File: config.mk
export PLATFORM = sky130hd
export DESIGN_NAME = score_bcd_scheduler
export DESIGN_NICKNAME = d
export VERILOG_FILES = /design/src/rtl/score_bcd_scheduler.sv
export SDC_FILE = /design/constraint.sdc
export NUM_CORES = 1
export LEC_CHECK = 0
export ABC_CLOCK_PERIOD_IN_PS = 2000
export CORE_MARGIN = 1
export CORE_UTILIZATION = 52
export DETAILED_ROUTE_END_ITERATION = 16
export PLACE_DENSITY = 0.85
export RECOVER_POWER = 100
export SYNTH_ARGS = -nofsm -noshare
export SYNTH_HDL_FRONTEND = slang
export SYNTH_SLANG_ARGS = --single-unit
File: constraint.sdc
create_clock -name clk -period 2 [get_ports clk]
set_input_delay 0.4 -clock clk [delete_from_list [all_inputs] [get_ports clk]]
set_output_delay 0.4 -clock clk [all_outputs]
set_load 0.02 [all_outputs]
File: src/rtl/score_bcd_scheduler.sv
`default_nettype none
// ============================================================================
// Module   : score_bcd_scheduler
// Purpose  : Shares one iterative double-dabble binary-to-BCD converter
//            between two requesters: port 0 (current score) and port 1
//            (high score). Keeps the latest BCD result for each port and
//            selects which one drives the 4-digit seven-segment display,
//            based on game state.
// Revision : 1.0 - initial release
// ----------------------------------------------------------------------------
// Ports
//   clk        in   1         system clock
//   rst        in   1         synchronous active-high reset
//   req        in   2         per-port conversion request (hold until ack)
//   bin0       in   BIN_W     port-0 binary value (score)
//   bin1       in   BIN_W     port-1 binary value (high score)
//   ack        out  2         one-cycle pulse: port's bin captured
//   done       out  2         one-cycle pulse: port's BCD result updated
//   bcd0       out  4*DIGITS  latched BCD result, port 0
//   bcd1       out  4*DIGITS  latched BCD result, port 1
//   ovf        out  2         per-port flag: last value exceeded 10^DIGITS-1
//   state      in   2         game state: 00 IDLE, 01 PLAY, 10 PAUSE, 11 OVER
//   disp_bcd   out  4*DIGITS  value to display (registered)
//   disp_sel   out  1         0 = showing bcd0, 1 = showing bcd1
//   disp_blank out  DIGITS    per-digit blank mask (1 = blank)
// Configuration
//   SCORE_BCD_LEADING_BLANK_EN : when defined, leading zero digits above
//   digit 0 are blanked; otherwise disp_blank is tied to 0.
// ============================================================================
module score_bcd_scheduler #(
    parameter int BIN_W      = 16,
    parameter int DIGITS     = 4,
    parameter int ALT_PERIOD = 50000000
) (
    input  logic                clk,
    input  logic                rst,
    input  logic [1:0]          req,
    input  logic [BIN_W-1:0]    bin0,
    input  logic [BIN_W-1:0]    bin1,
    output logic [1:0]          ack,
    output logic [1:0]          done,
    output logic [4*DIGITS-1:0] bcd0,
    output logic [4*DIGITS-1:0] bcd1,
    output logic [1:0]          ovf,
    input  logic [1:0]          state,
    output logic [4*DIGITS-1:0] disp_bcd,
    output logic                disp_sel,
    output logic [DIGITS-1:0]   disp_blank
);

    localparam int c_BCD_W = 4 * DIGITS;
    localparam int c_CNT_W = $clog2(BIN_W + 1);
    localparam int c_ALT_W = $clog2(ALT_PERIOD + 1);
    localparam int c_CMP_W = (BIN_W > 32) ? BIN_W : 32;
    localparam logic [c_CMP_W-1:0] c_MAX_VAL = c_CMP_W'((10 ** DIGITS) - 1);
    localparam logic [c_BCD_W-1:0] c_SAT_VAL = {DIGITS{4'h9}};

    localparam logic [1:0] c_S_IDLE    = 2'd0;
    localparam logic [1:0] c_S_SHIFT   = 2'd1;
    localparam logic [1:0] c_S_WB      = 2'd2;
    localparam logic [1:0] c_GAME_OVER = 2'b11;

    // Converter
    logic [1:0]         r_state;
    logic [1:0]         w_state_next;
    logic [c_CNT_W-1:0] r_cnt;
    logic [BIN_W-1:0]   r_shift;
    logic [c_BCD_W-1:0] r_bcd;
    logic [c_BCD_W-1:0] w_bcd_adj;
    logic [c_BCD_W-1:0] w_bcd_next;
    logic [c_BCD_W-1:0] w_wb_val;
    logic               r_port;
    logic               r_last;
    logic [1:0]         r_ovf;
    logic [1:0]         r_done;
    logic [c_BCD_W-1:0] r_bcd0;
    logic [c_BCD_W-1:0] r_bcd1;
    logic               w_any_req;
    logic               w_grant_port;
    logic [1:0]         w_ack;
    logic [BIN_W-1:0]   w_bin_sel;
    logic               w_bin_ovf;
    logic               w_last_step;

    // Display
    logic [c_ALT_W-1:0] r_alt_cnt;
    logic               r_sel;
    logic [c_BCD_W-1:0] r_disp;
    logic [c_BCD_W-1:0] w_disp_next;

    // Round robin: with both requesting, the port not granted last wins.
    assign w_any_req    = |req;
    assign w_grant_port = (req == 2'b11) ? ~r_last : req[1];
    assign w_bin_sel    = w_grant_port ? bin1 : bin0;
    assign w_bin_ovf    = (c_CMP_W'(w_bin_sel) > c_MAX_VAL);
    assign w_last_step  = (r_cnt == c_CNT_W'(BIN_W - 1));

    // Double-dabble adjust: +3 on every nibble >= 5 before the shift.
    generate
        for (genvar gi = 0; gi < DIGITS; gi++) begin : g_adj
            assign w_bcd_adj[4*gi +: 4] = (r_bcd[4*gi +: 4] >= 4'd5)
                                        ? r_bcd[4*gi +: 4] + 4'd3
                                        : r_bcd[4*gi +: 4];
        end
    endgenerate

    // The bit shifted out of the top is dropped; it can only be non-zero
    // for an overflowing value, which is saturated anyway.
    assign w_bcd_next = c_BCD_W'({w_bcd_adj, r_shift[BIN_W-1]});
    assign w_wb_val   = r_ovf[r_port] ? c_SAT_VAL : w_bcd_next;

    always_comb begin
        w_state_next = r_state;
        w_ack        = 2'b00;
        case (r_state)
            c_S_IDLE: begin
                if (w_any_req && !rst) begin
                    w_ack        = w_grant_port ? 2'b10 : 2'b01;
                    w_state_next = c_S_SHIFT;
                end
            end
            c_S_SHIFT: begin
                if (w_last_step) begin
                    w_state_next = c_S_WB;
                end
            end
            c_S_WB:  w_state_next = c_S_IDLE;
            default: w_state_next = c_S_IDLE;
        endcase
    end

    // The result register is loaded on the edge that enters S_WB so that the
    // done pulse and the new bcd value are visible in the same cycle.
    always_ff @(posedge clk) begin
        if (rst) begin
            r_state <= c_S_IDLE;
            r_cnt   <= '0;
            r_shift <= '0;
            r_bcd   <= '0;
            r_port  <= 1'b0;
            r_last  <= 1'b1;
            r_ovf   <= 2'b00;
            r_done  <= 2'b00;
            r_bcd0  <= '0;
            r_bcd1  <= '0;
        end else begin
            r_state <= w_state_next;
            r_done  <= 2'b00;
            case (r_state)
                c_S_IDLE: begin
                    if (w_any_req) begin
                        r_port                <= w_grant_port;
                        r_last                <= w_grant_port;
                        r_shift               <= w_bin_sel;
                        r_bcd                 <= '0;
                        r_cnt                 <= '0;
                        r_ovf[w_grant_port]   <= w_bin_ovf;
                    end
                end
                c_S_SHIFT: begin
                    r_bcd   <= w_bcd_next;
                    r_shift <= r_shift << 1;
                    r_cnt   <= r_cnt + c_CNT_W'(1);
                    if (w_last_step) begin
                        r_done[r_port] <= 1'b1;
                        if (r_port) begin
                            r_bcd1 <= w_wb_val;
                        end else begin
                            r_bcd0 <= w_wb_val;
                        end
                    end
                end
                default: ;
            endcase
        end
    end

    // Alternation only runs in OVER; leaving OVER restarts it from bcd0.
    always_ff @(posedge clk) begin
        if (rst) begin
            r_alt_cnt <= '0;
            r_sel     <= 1'b0;
            r_disp    <= '0;
        end else begin
            r_disp <= w_disp_next;
            if (state != c_GAME_OVER) begin
                r_alt_cnt <= '0;
                r_sel     <= 1'b0;
            end else if (r_alt_cnt == c_ALT_W'(ALT_PERIOD - 1)) begin
                r_alt_cnt <= '0;
                r_sel     <= ~r_sel;
            end else begin
                r_alt_cnt <= r_alt_cnt + c_ALT_W'(1);
            end
        end
    end

    assign w_disp_next = r_sel ? r_bcd1 : r_bcd0;

`ifdef SCORE_BCD_LEADING_BLANK_EN
    logic [DIGITS-1:0] w_blank_next;
    logic              w_zero_run;
    logic [DIGITS-1:0] r_blank;

    // Walk down from the top digit; blank while every digit so far is zero.
    always_comb begin
        w_blank_next = '0;
        w_zero_run   = 1'b1;
        for (int i = DIGITS - 1; i >= 1; i--) begin
            w_zero_run      = w_zero_run & (w_disp_next[4*i +: 4] == 4'd0);
            w_blank_next[i] = w_zero_run;
        end
    end

    always_ff @(posedge clk) begin
        if (rst) begin
            r_blank <= '0;
        end else begin
            r_blank <= w_blank_next;
        end
    end

    assign disp_blank = r_blank;
`else
    assign disp_blank = '0;
`endif

    assign ack      = w_ack;
    assign done     = r_done;
    assign bcd0     = r_bcd0;
    assign bcd1     = r_bcd1;
    assign ovf      = r_ovf;
    assign disp_bcd = r_disp;
    assign disp_sel = r_sel;

endmodule
`default_nettype wire

Word-level counts from Yosys, hierarchy flattened
Index checks and enable logic that the tools add are counted.

Bitwise logic cells: 5. Order comparisons: 9. Muxes and demuxes: 27. Equal/unequal tests: 8. Add/sub/neg operators: 6. Reductions and logical operators: 15.

Operators with widths (count): 16-bit two-way mux (5); 16-bit one-hot mux with 2 select lines (2); 26-bit by 1-bit adder with 26-bit output, second input constant (1); 26-bit equality test, second input constant (1); 4-bit by 3-bit >= comparator with 1-bit output, second input constant (4); 16-bit by 14-bit greater-than comparator with 1-bit output, second input constant (1); 4-bit by 2-bit adder with 4-bit output, second input constant (3); 4-bit two-way mux (3); 2-bit two-way mux (5); 5-bit one-hot mux with 2 select lines (1); 2-bit != test, second input constant (4); 2-bit AND reduction (3); 3-bit AND reduction (2); 3-bit OR reduction (2); 5-bit by 1-bit adder with 5-bit output, second input constant (1); 5-bit by 4-bit equality test with 1-bit output, second input constant (1); 1-bit two-way mux (5); 5-bit two-way mux (1); 1-bit NOT (5); 1-bit by 2-bit < comparator with 1-bit output, second input constant (2); 2-bit one-hot mux with 2 select lines (1); 2-bit OR reduction (2); 3-bit by 2-bit adder with 3-bit output, second input constant (1); 1-bit logical AND (3); other kinds (9) (11).

Input bits: 38. Register bits after elaboration: 120.

Depth between registers and ports, before layout
Gate-level depths: netlist of the first run.

Depth after elaboration: 7. Gate-level depth with buffers: 8.

Worst setup path after synthesis of the first run
No wires, ideal clock.

Path kind: input -> output. From: input req[1]. To: output ack[1]. Arrival time: 1445 ps. Cell stages on the path: 4. Slack: 155 ps. Path buffers: 2. Data required time: 1600 ps. Cells stage by stage: a21bo_2 clkbuf_1 buf_2 nor3_1.

Word-level cells in the longest chain between the ends: 5.

RTL lines: from (decl) (RTL line 37) `input logic [1:0] req,`; 2-bit equality test (RTL line 93) `assign w_grant_port = (req == 2'b11) ? ~r_last : req[1];`; 1-bit two-way mux (RTL line 93); 2-bit two-way mux (RTL line 118) `w_ack = w_grant_port ? 2'b10 : 2'b01;`; 2-bit two-way mux (*) (RTL line 117) `if (w_any_req && !rst) begin`; 2-bit two-way mux (*) (RTL line 115) `case (r_state)`; to (decl) (RTL line 40) `output logic [1:0] ack,`.

Mark *: on every way between the ends. The rest lies on a longest branch, timed or not.

Worst setup path in the final report of the first run
From: register r_ovf[0], in the netlist ovf[0]. To: output ovf[0].

RTL lines: from (decl) (RTL line 74) `logic [1:0] r_ovf;`; from (signal, indexed assignment) (RTL line 157) `r_ovf[w_grant_port] <= w_bin_ovf;`; to (decl) (RTL line 44) `output logic [1:0] ovf,`.

No word-level cell between the ends.

==> impl_metrics.toml, run 1 <==
[status]
run_status = "finished clean"

[sta]
setup_ws_ps = 63.3
setup_viol = 0
rsz0062_at_grt = "false"
hold_viol = 0
drv_slew = 0
fin_crit_ps = 1940
fmax_ghz = 0.516
relSlewSlack_pct = 38.4
fin_hold_ws_ps = 320
worst_pin_slew_ps = 924
tns_ps = 0
fin_crit_sh_pct = 96.8
finClkSkew_ps = 7.79

[cells_and_area]
layout-drive-gt1-share_pct = 9.23
most-common-layout-cells = "dfxtp_1, nor2_1, clkdlybuf4s50_1, nand2_1, a21oi_1"
n_fill_cell = 713
finalInstanceArea_sq_mm = 0.00684
final_nets = 753
layout_commonest_cell = "dfxtp_1"
n_antenna_cell = 0
syn2layout_area_growth_pct = 29.9

[critical_path]
end_kind = "output port"
critPathMaxFanout = 4
slowest_stage = "clkdlybuf4s50_1"
critPathKind = "flip-flop to output port"
path_buf_inv = 1
crit_chain = "clkdlybuf4s50_1"
crit_family = "buffers and inverters"
cp_data_arrival_time_ps = 1540
crit_required_ps = 1600
startpoint_type = "flip-flop"
critical-path-max-stage-delay_ps = 630

[detailed_routing]
ant_nets = 0
drt-wirelength-per-cell_microns = 15.4
drc = 0
drt_iter0_markers = 207
num_vias = 4794
wl_microns = 13100
drt_first_pass_iters = 5
detail_route.vias_per_cell = 5.65

[global_routing]
grt_use_total_pct = 26.0
grt_pass1_wl_microns = 21100
antenna_found_initial = 0
grt_max_degree = 94
grt_pass1_vias = 4629
grt_overflow = 0

[clock_network]
cts_sinks = 120
clk_latency_ps = 520
h-tree-depth = 4
path_clk_slew_ps = 50
cts_root_buffer = "clkbuf_8"
numCtsBuffers = 17
cts_tree = "built"
clk_path_buf_depth = 2

[placed_design]
dpl.hpwl_microns = 8750
dpl_worst_slack_ps = -359
dpl_cell_area_sq_mm = 0.00629
portBuffers = 92
place_congestion = 0.795

[synth]
synth.top_cells.by_area = "dfxtp_1, nor2_1, mux2i_1"
synth_top_family_by_area = "simple AND/OR/NAND/NOR gates"
synth_flop_cell = "dfxtp_1"
synth_cells = 614
synth_compound_area_share_pct = 14.1
synth.largest_area_cell = "dfxtp_1"
synth-edff-count = 0
synthAdderAreaFrac_pct = 2.62
ys_seq_elements = 120
yosys.area.top_type_share_pct = 45.7
synthSimpleGateAreaFrac_pct = 23.3
synth_area_sq_mm = 0.00526
ys_seq_area_share_pct = 45.7
synth_xor_area_share_pct = 4.83
ys_warn_count = 0
muxShareOfSynthArea_pct = 4.40
synth_area_per_cell_sq_um = 8.57
async_reset_ff_share_pct = 0
synth_cell_types = 47

[floorplan]
num_rows = 36
fp.coreArea_sq_mm = 0.00977
fp.dieW_microns = 103
die_area_sq_mm = 0.0105
pin_count = 97
die_y_microns = 103
initial_utilization_pct = 53.8

[power_and_ir_drop]
p_per_area_mw_per_mm2 = 844
ir_drop_v = 0.000542
p_leak_nw = 2.44

[hold_path]
hp-class = "primary input to flip-flop"

[flow_run]
cap_viol_max_count = 0
layout make-up:
type / instances / area [sq um] / share of cell area [%]
Clock buffer: 21 / 459 / 6.72
Clock inverter: 9 / 100 / 1.46
Inverter: 13 / 48.8 / 0.714
Multi-Input combinational cell: 442 / 2620 / 38.3
Sequential cell: 120 / 2400 / 35.1
Tap cell: 133 / 166 / 2.43
Timing Repair Buffer: 110 / 1040 / 15.2
metrics by stage:
step	utilization [%]	std cells	total power [W]
CTS	70.1	848	0.00579
detailed placement	64.4	818	0.00295
global route	69.9	848	0.00595
finish	69.9	848	0.00577
floorplan	-	617	0.00278
global placement	64.4	818	0.00293
worst paths after layout:
check	startpoint	end	slack, ps	cells past startpoint
max	ovf[0]$_SDFFE_PP0P_	ovf[0]	60	1
min	rst	disp_sel$_SDFFE_PP0P_	320	3
max reg2reg	r_alt_cnt[0]$_SDFF_PP0_	r_alt_cnt[12]$_SDFF_PP0_	130	7
min reg2reg	r_alt_cnt[0]$_SDFF_PP0_	r_alt_cnt[0]$_SDFF_PP0_	450	1
flip-flops by register name, indices dropped and copies added (netlist names):
register,cells
r_alt_cnt,26
bcd0,16
bcd1,16
disp_bcd,16
r_bcd,16
r_shift,16
r_cnt,5
done,2
ovf,2
r_state,2
disp_sel,1
r_last,1
r_port,1
cells by family after synthesis:
logic type,Yosys count
adders and majority gates,11
xor gates and xnor gates,29
muxes,23
and+or+nand+nor,261
DFF,120
other,1
AOI/OAI and AO/OA,114
buffers and inverters,55
per-layer routing:
metal / global-route usage [%] / wire, microns
met1: 30.4 / 5440
met2: 44.3 / 6700
met3: 6.17 / 596
met4: 13.7 / 323
met5: 0 / 0
cell usage after synthesis, types with 4 or more instances:
cell type / instances
a211oi_1: 21
a21oi_1: 41
a221oi_1: 15
a22oi_1: 16
and2_1: 5
and3_1: 4
buf_2: 7
buf_4: 5
clkbuf_1: 24
dfxtp_1: 120
ha_1: 11
inv_1: 13
mux2i_1: 22
nand2_1: 51
nand2b_1: 6
nand3_1: 27
nand4_1: 6
nor2_1: 116
nor2b_1: 4
nor3_1: 12
nor3b_1: 7
nor4_1: 8
o21ai_0: 13
xnor2_1: 24
xor2_1: 5
timing repair:
item | 4_1_cts | 5_1_grt
setup endpoints to repair | 11 | 13
setup buffers | 0 | 0
hold buffers | 0 | 0
gates resized for setup | 12 | 7
power breakdown:
group          leakage, nW  switching, W  internal (W)
combinational         1.20      0.000254      0.000177
clock                0.275       0.00103       0.00184
sequential           0.971     0.0000349       0.00244
total                 2.44       0.00131       0.00446
Power figures use the tool's default switching activity.
==> run 2: changes to the inputs <==
CTS_BUF_LIST = sky130_fd_sc_hd__clkbuf_8 sky130_fd_sc_hd__clkbuf_16   (was unset)
SLEW_MARGIN = 15   (was unset)
==> run 2 against run 1 <==
  * Cell count did not move
  * Worst hold slack gained 4.8 ps
  * First-iteration DRC count fell by 0.48%
  * Clock skew is 1.8 ps higher
  * Sequential cell count is the same
  * Combinational power about the same
  * Register-to-register slack about the same
  * Critical path depth did not move
  * Largest cell class unchanged
  * Highest routed layer unchanged
==> impl_metrics.toml, run 2 (synthesis gave the netlist of run 1 again) <==
[detailed_routing]
drt_iter0_markers = 206
ant_nets = 0
wl_microns = 13000
detail_route.vias_per_cell = 5.67
drc = 0
num_vias = 4812
drt_first_pass_iters = 5
drt-wirelength-per-cell_microns = 15.4

[clock_network]
path_clk_slew_ps = 50
post_cts_buffers = 0
clk_path_buf_depth = 2
cts_tree = "built"
cts_hold_buffers = 0
numCtsBuffers = 17
clk_latency_ps = 520
h-tree-depth = 4
cts_root_buffer = "clkbuf_8"
cts_sinks = 120

[critical_path]
end_kind = "output port"
cp-startpoint = "ovf[0]$_SDFFE_PP0P_"
r2r_start = "r_alt_cnt[0]$_SDFF_PP0_"
crit_family = "buffers and inverters"
critPathMaxFanout = 4
slowest_stage = "clkdlybuf4s50_1"
critical-path-max-stage-delay_ps = 630
critPathKind = "flip-flop to output port"
crit_required_ps = 1600
path_buf_inv = 1
crit_chain = "clkdlybuf4s50_1"
cp_data_arrival_time_ps = 1540
startpoint_type = "flip-flop"

[hold_path]
worstHoldStart = "rst"
hp-class = "primary input to flip-flop"

[sta]
relSlewSlack_pct = 38.3
drv_slew = 0
setup_viol = 0
rsz0062_at_grt = "false"
fin_crit_ps = 1940
worst_pin_slew_ps = 926
fin_crit_sh_pct = 96.8
finClkSkew_ps = 9.63
fmax_ghz = 0.516
hold_viol = 0

[cells_and_area]
layout_commonest_cell = "dfxtp_1"
utilization_pct = 69.9
finalInstanceArea_sq_mm = 0.00684
largest_reg_flops = 26
syn2layout_area_growth_pct = 29.9
layout-drive-gt1-share_pct = 9.23
most-common-layout-cells = "dfxtp_1, nor2_1, clkdlybuf4s50_1, nand2_1, a21oi_1"
top_register = "r_alt_cnt"
final_nets = 753
n_antenna_cell = 0

[power_and_ir_drop]
power_w = 0.00576
p_leak_nw = 2.45
p_per_area_mw_per_mm2 = 843
ir_drop_v = 0.000541

[floorplan]
fp.coreArea_sq_mm = 0.00977
die_y_microns = 103
fp.dieW_microns = 103
pin_count = 97
num_rows = 36
die_area_sq_mm = 0.0105
initial_utilization_pct = 53.8

[status]
run_status = "finished clean"

[global_routing]
grt_pass1_vias = 4629
grt_overflow = 0
grt_pass1_wl_microns = 21100
grt_max_degree = 94
antenna_found_initial = 0
grt_use_total_pct = 26.0

[flow_run]
cap_viol_max_count = 0

[placed_design]
place_congestion = 0.795
dpl.hpwl_microns = 8750
portBuffers = 92
dpl_cell_area_sq_mm = 0.00629
## run 2: cell count changes in the layout (fill, tap and decap cells not counted), sizes merged
cell / change
clkbuf: -1
inv: +1
## run 2: layout make-up
| class | instances | area (sq um) |
|---|---|---|
| Clock inverter | 10 | 104 |
| Timing Repair Buffer | 110 | 1040 |
| Clock buffer | 20 | 455 |
| Inverter | 13 | 48.8 |
| Fill cell | 713 | 2940 |
| Tap cell | 133 | 166 |
| Multi-Input combinational cell | 442 | 2620 |
| Sequential cell | 120 | 2400 |
## run 2: path summary, 6_finish.rpt
check,slack (ps),cells past startpoint,endpoint
worst max-delay path,60,1,ovf[0]
worst min-delay path,330,3,disp_sel$_SDFFE_PP0P_
worst max register to register,130,7,r_alt_cnt[12]$_SDFF_PP0_
worst min register to register,450,1,r_alt_cnt[0]$_SDFF_PP0_
## run 2: where the power goes
part | internal, W | leakage [nW] | total, W | switching (W)
logic | 0.000177 | 1.20 | 0.000431 | 0.000253
clock network | 0.00184 | 0.279 | 0.00286 | 0.00102
registers | 0.00244 | 0.971 | 0.00247 | 0.0000349
## run 2: per-stage QoR
stage | worst slack [ps] | hold slack, ps | cells | setup TNS (ps)
5_1_grt | 11.0 | 321 | 848 | 0
4_1_cts | 22.1 | 300 | 848 | 0
3_5_place_dp | -359 | 441 | 818 | -5080
3_3_place_gp | -293 | 424 | 818 | -3400
2_1_floorplan | 155 | 411 | 617 | 0
6_report | 63.1 | 325 | 848 | 0
## run 2: metal layers
metal / wire [microns] / up-vias / GRT usage [%]
li1: - / 2311 / -
met4: 312 / 0 / 13.7
met3: 630 / 31 / 6.17
met2: 6720 / 166 / 44.3
met1: 5380 / 2304 / 30.4
met5: 0 / - / 0
## run 2: what timing repair did
action / in CTS / in global routing
hold endpoints to repair: 0 / 0
cloned: 0 / 0
gates resized for setup: 12 / 7
setup endpoints to repair: 11 / 13
==> run 3: changes to the inputs <==
CORE_ASPECT_RATIO = 1.2   (was unset)
==> run 3 against run 2 <==
  * Critical path depth stayed put
  * Final area rose by 0.49%
  * Setup slack gained 25 ps
  * First-iteration DRC count increased by 60%
  * Register-to-register slack better by 30 ps
  * Sequential cell count unchanged
  * Core utilization rose by 1.2 points
  * Sequential share of layout area fell by 0.17 points
  * Critical endpoint is now bcd0[1]
  * Largest power group unchanged
==> impl_metrics.toml, run 3 (synthesis gave the netlist of run 1 again) <==
[status]
run_status = "finished clean"

[clock_network]
path_clk_slew_ps = 50
cts-resized-gates = 6
cts_tree = "built"
post_cts_buffers = 0
clk_latency_ps = 420
clk_path_buf_depth = 2
cts_hold_buffers = 0
cts_sinks = 120
cts_root_buffer = "clkbuf_16"
h-tree-depth = 4
numCtsBuffers = 17

[critical_path]
startpoint_type = "flip-flop"
crit_required_ps = 1600
critical-path-max-stage-delay_ps = 700
end_kind = "output port"
slowest_stage = "dlygate4sd3_1"
cp_data_arrival_time_ps = 1510
critPathMaxFanout = 3
crit_chain = "dlygate4sd3_1"
critPathKind = "flip-flop to output port"
crit_family = "buffers and inverters"
path_buf_inv = 1

[sta]
fin_crit_sh_pct = 95.6
finClkSkew_ps = 6.70
fmax_ghz = 0.523
relSlewSlack_pct = 57.9
setup_viol = 0
hold_viol = 0
fin_crit_ps = 1910
rsz0062_at_grt = "false"
worst_pin_slew_ps = 631
drv_slew = 0

[power_and_ir_drop]
combPwrFrac_pct = 7.4
ir_drop_v = 0.000569
p_per_area_mw_per_mm2 = 850
switching_share_pct = 22.5
clkPwrFrac_pct = 50.3
switching_power_w = 0.00131
power_frac_seq_pct = 42.4
p_leak_nw = 2.60
cell_internal_pwr_w = 0.00452

[detailed_routing]
drt-wirelength-per-cell_microns = 15.3
wl_microns = 12900
drt_iter0_markers = 329
detail_route.vias_per_cell = 5.59
drt_first_pass_iters = 6
drc = 0
num_vias = 4699
ant_nets = 0

[global_routing]
grt_max_degree = 94
grt_pass1_wl_microns = 20600
met2_usage_pct = 46.8
grt_use_met3_pct = 6.50
grt_overflow = 0
global_route.peak_usage_layer = "met2"
grt_use_total_pct = 25.2
grt_pass1_vias = 4414
antenna_found_initial = 0
grtUsageMet1_pct = 26.5

[floorplan]
initial_utilization_pct = 54.4
die_area_sq_mm = 0.0105
fp.coreArea_sq_mm = 0.00966
pin_count = 97
fp.dieW_microns = 93.8
num_rows = 39
die_y_microns = 112

[flow_run]
cap_viol_max_count = 0

[cells_and_area]
n_fill_cell = 733
final_nets = 754
syn2layout_area_growth_pct = 30.6
largest_reg_flops = 26
layout_commonest_cell = "dfxtp_1"
most-common-layout-cells = "dfxtp_1, nor2_1, dlygate4sd3_1, nand2_1, a21oi_1"
final_cells = 841
layout-drive-gt1-share_pct = 8.77
n_antenna_cell = 0
top_register = "r_alt_cnt"
finalInstanceArea_sq_mm = 0.00687

[hold_path]
hp-class = "flip-flop to flip-flop"

[placed_design]
dpl_cell_area_sq_mm = 0.00631
dpl.hpwl_microns = 8880
placed_cells = 809
portBuffers = 92
place_congestion = 0.829
-- run 3: changes by cell type in the layout (fill, tap and decap cells not counted), moves of 2 or more --
cell / previous run / this run
buf_12: 1 / 3
clkbuf_2: 6 / 2
clkdlybuf4s50_1: 69 / 36
dlygate4sd3_1: 19 / 53
inv_1: 14 / 16
nor2_1: 113 / 115
-- run 3: area by class of cell --
class / count / area (sq um) / share of cell area (%)
Multi-Input combinational cell: 442 / 2610 / 37.9
Clock inverter: 12 / 109 / 1.58
Clock buffer: 20 / 467 / 6.79
Inverter: 13 / 48.8 / 0.710
Tap cell: 123 / 154 / 2.24
Timing Repair Buffer: 111 / 1080 / 15.8
Sequential cell: 120 / 2400 / 35.0
-- run 3: power groups by stage --
stage / logic (W) / clock network [W] / registers [W]
2_1_floorplan: 0.000265 / 0 / 0.00251
3_3_place_gp: 0.000419 / 0 / 0.00252
3_5_place_dp: 0.000431 / 0 / 0.00252
4_1_cts: 0.000433 / 0.00296 / 0.00247
5_1_grt: 0.000470 / 0.00308 / 0.00247
6_report: 0.000431 / 0.00293 / 0.00247
-- run 3: worst paths after layout --
check	from	to	slack, ps	depth (start not counted)
worst min register to register	r_alt_cnt[0]$_SDFF_PP0_	r_alt_cnt[0]$_SDFF_PP0_	440	1
worst max register to register	r_alt_cnt[8]$_SDFF_PP0_	r_alt_cnt[6]$_SDFF_PP0_	160	6
worst max-delay path	bcd0[1]$_SDFFE_PP0P_	bcd0[1]	90	1
worst min-delay path	r_alt_cnt[0]$_SDFF_PP0_	r_alt_cnt[0]$_SDFF_PP0_	440	1
-- run 3: metrics by stage --
step / TNS, ps / power, W / worst slack, ps / util (%) / hold WS, ps
floorplan: 0 / 0.00278 / 155 / - / 411
global placement: -3550 / 0.00293 / -311 / 65.3 / 423
detailed placement: -4670 / 0.00295 / -303 / 65.3 / 435
CTS: 0 / 0.00586 / 26.5 / 71.3 / 442
global route: 0 / 0.00602 / 6.36 / 71.1 / 464
finish: 0 / 0.00584 / 87.6 / 71.1 / 438
-- run 3: layer usage --
metal	vias to the layer above	part of all wire, %
li1	2310	-
met1	2218	39
met2	149	55
met3	22	4.7
met4	0	1.9
met5	-	0
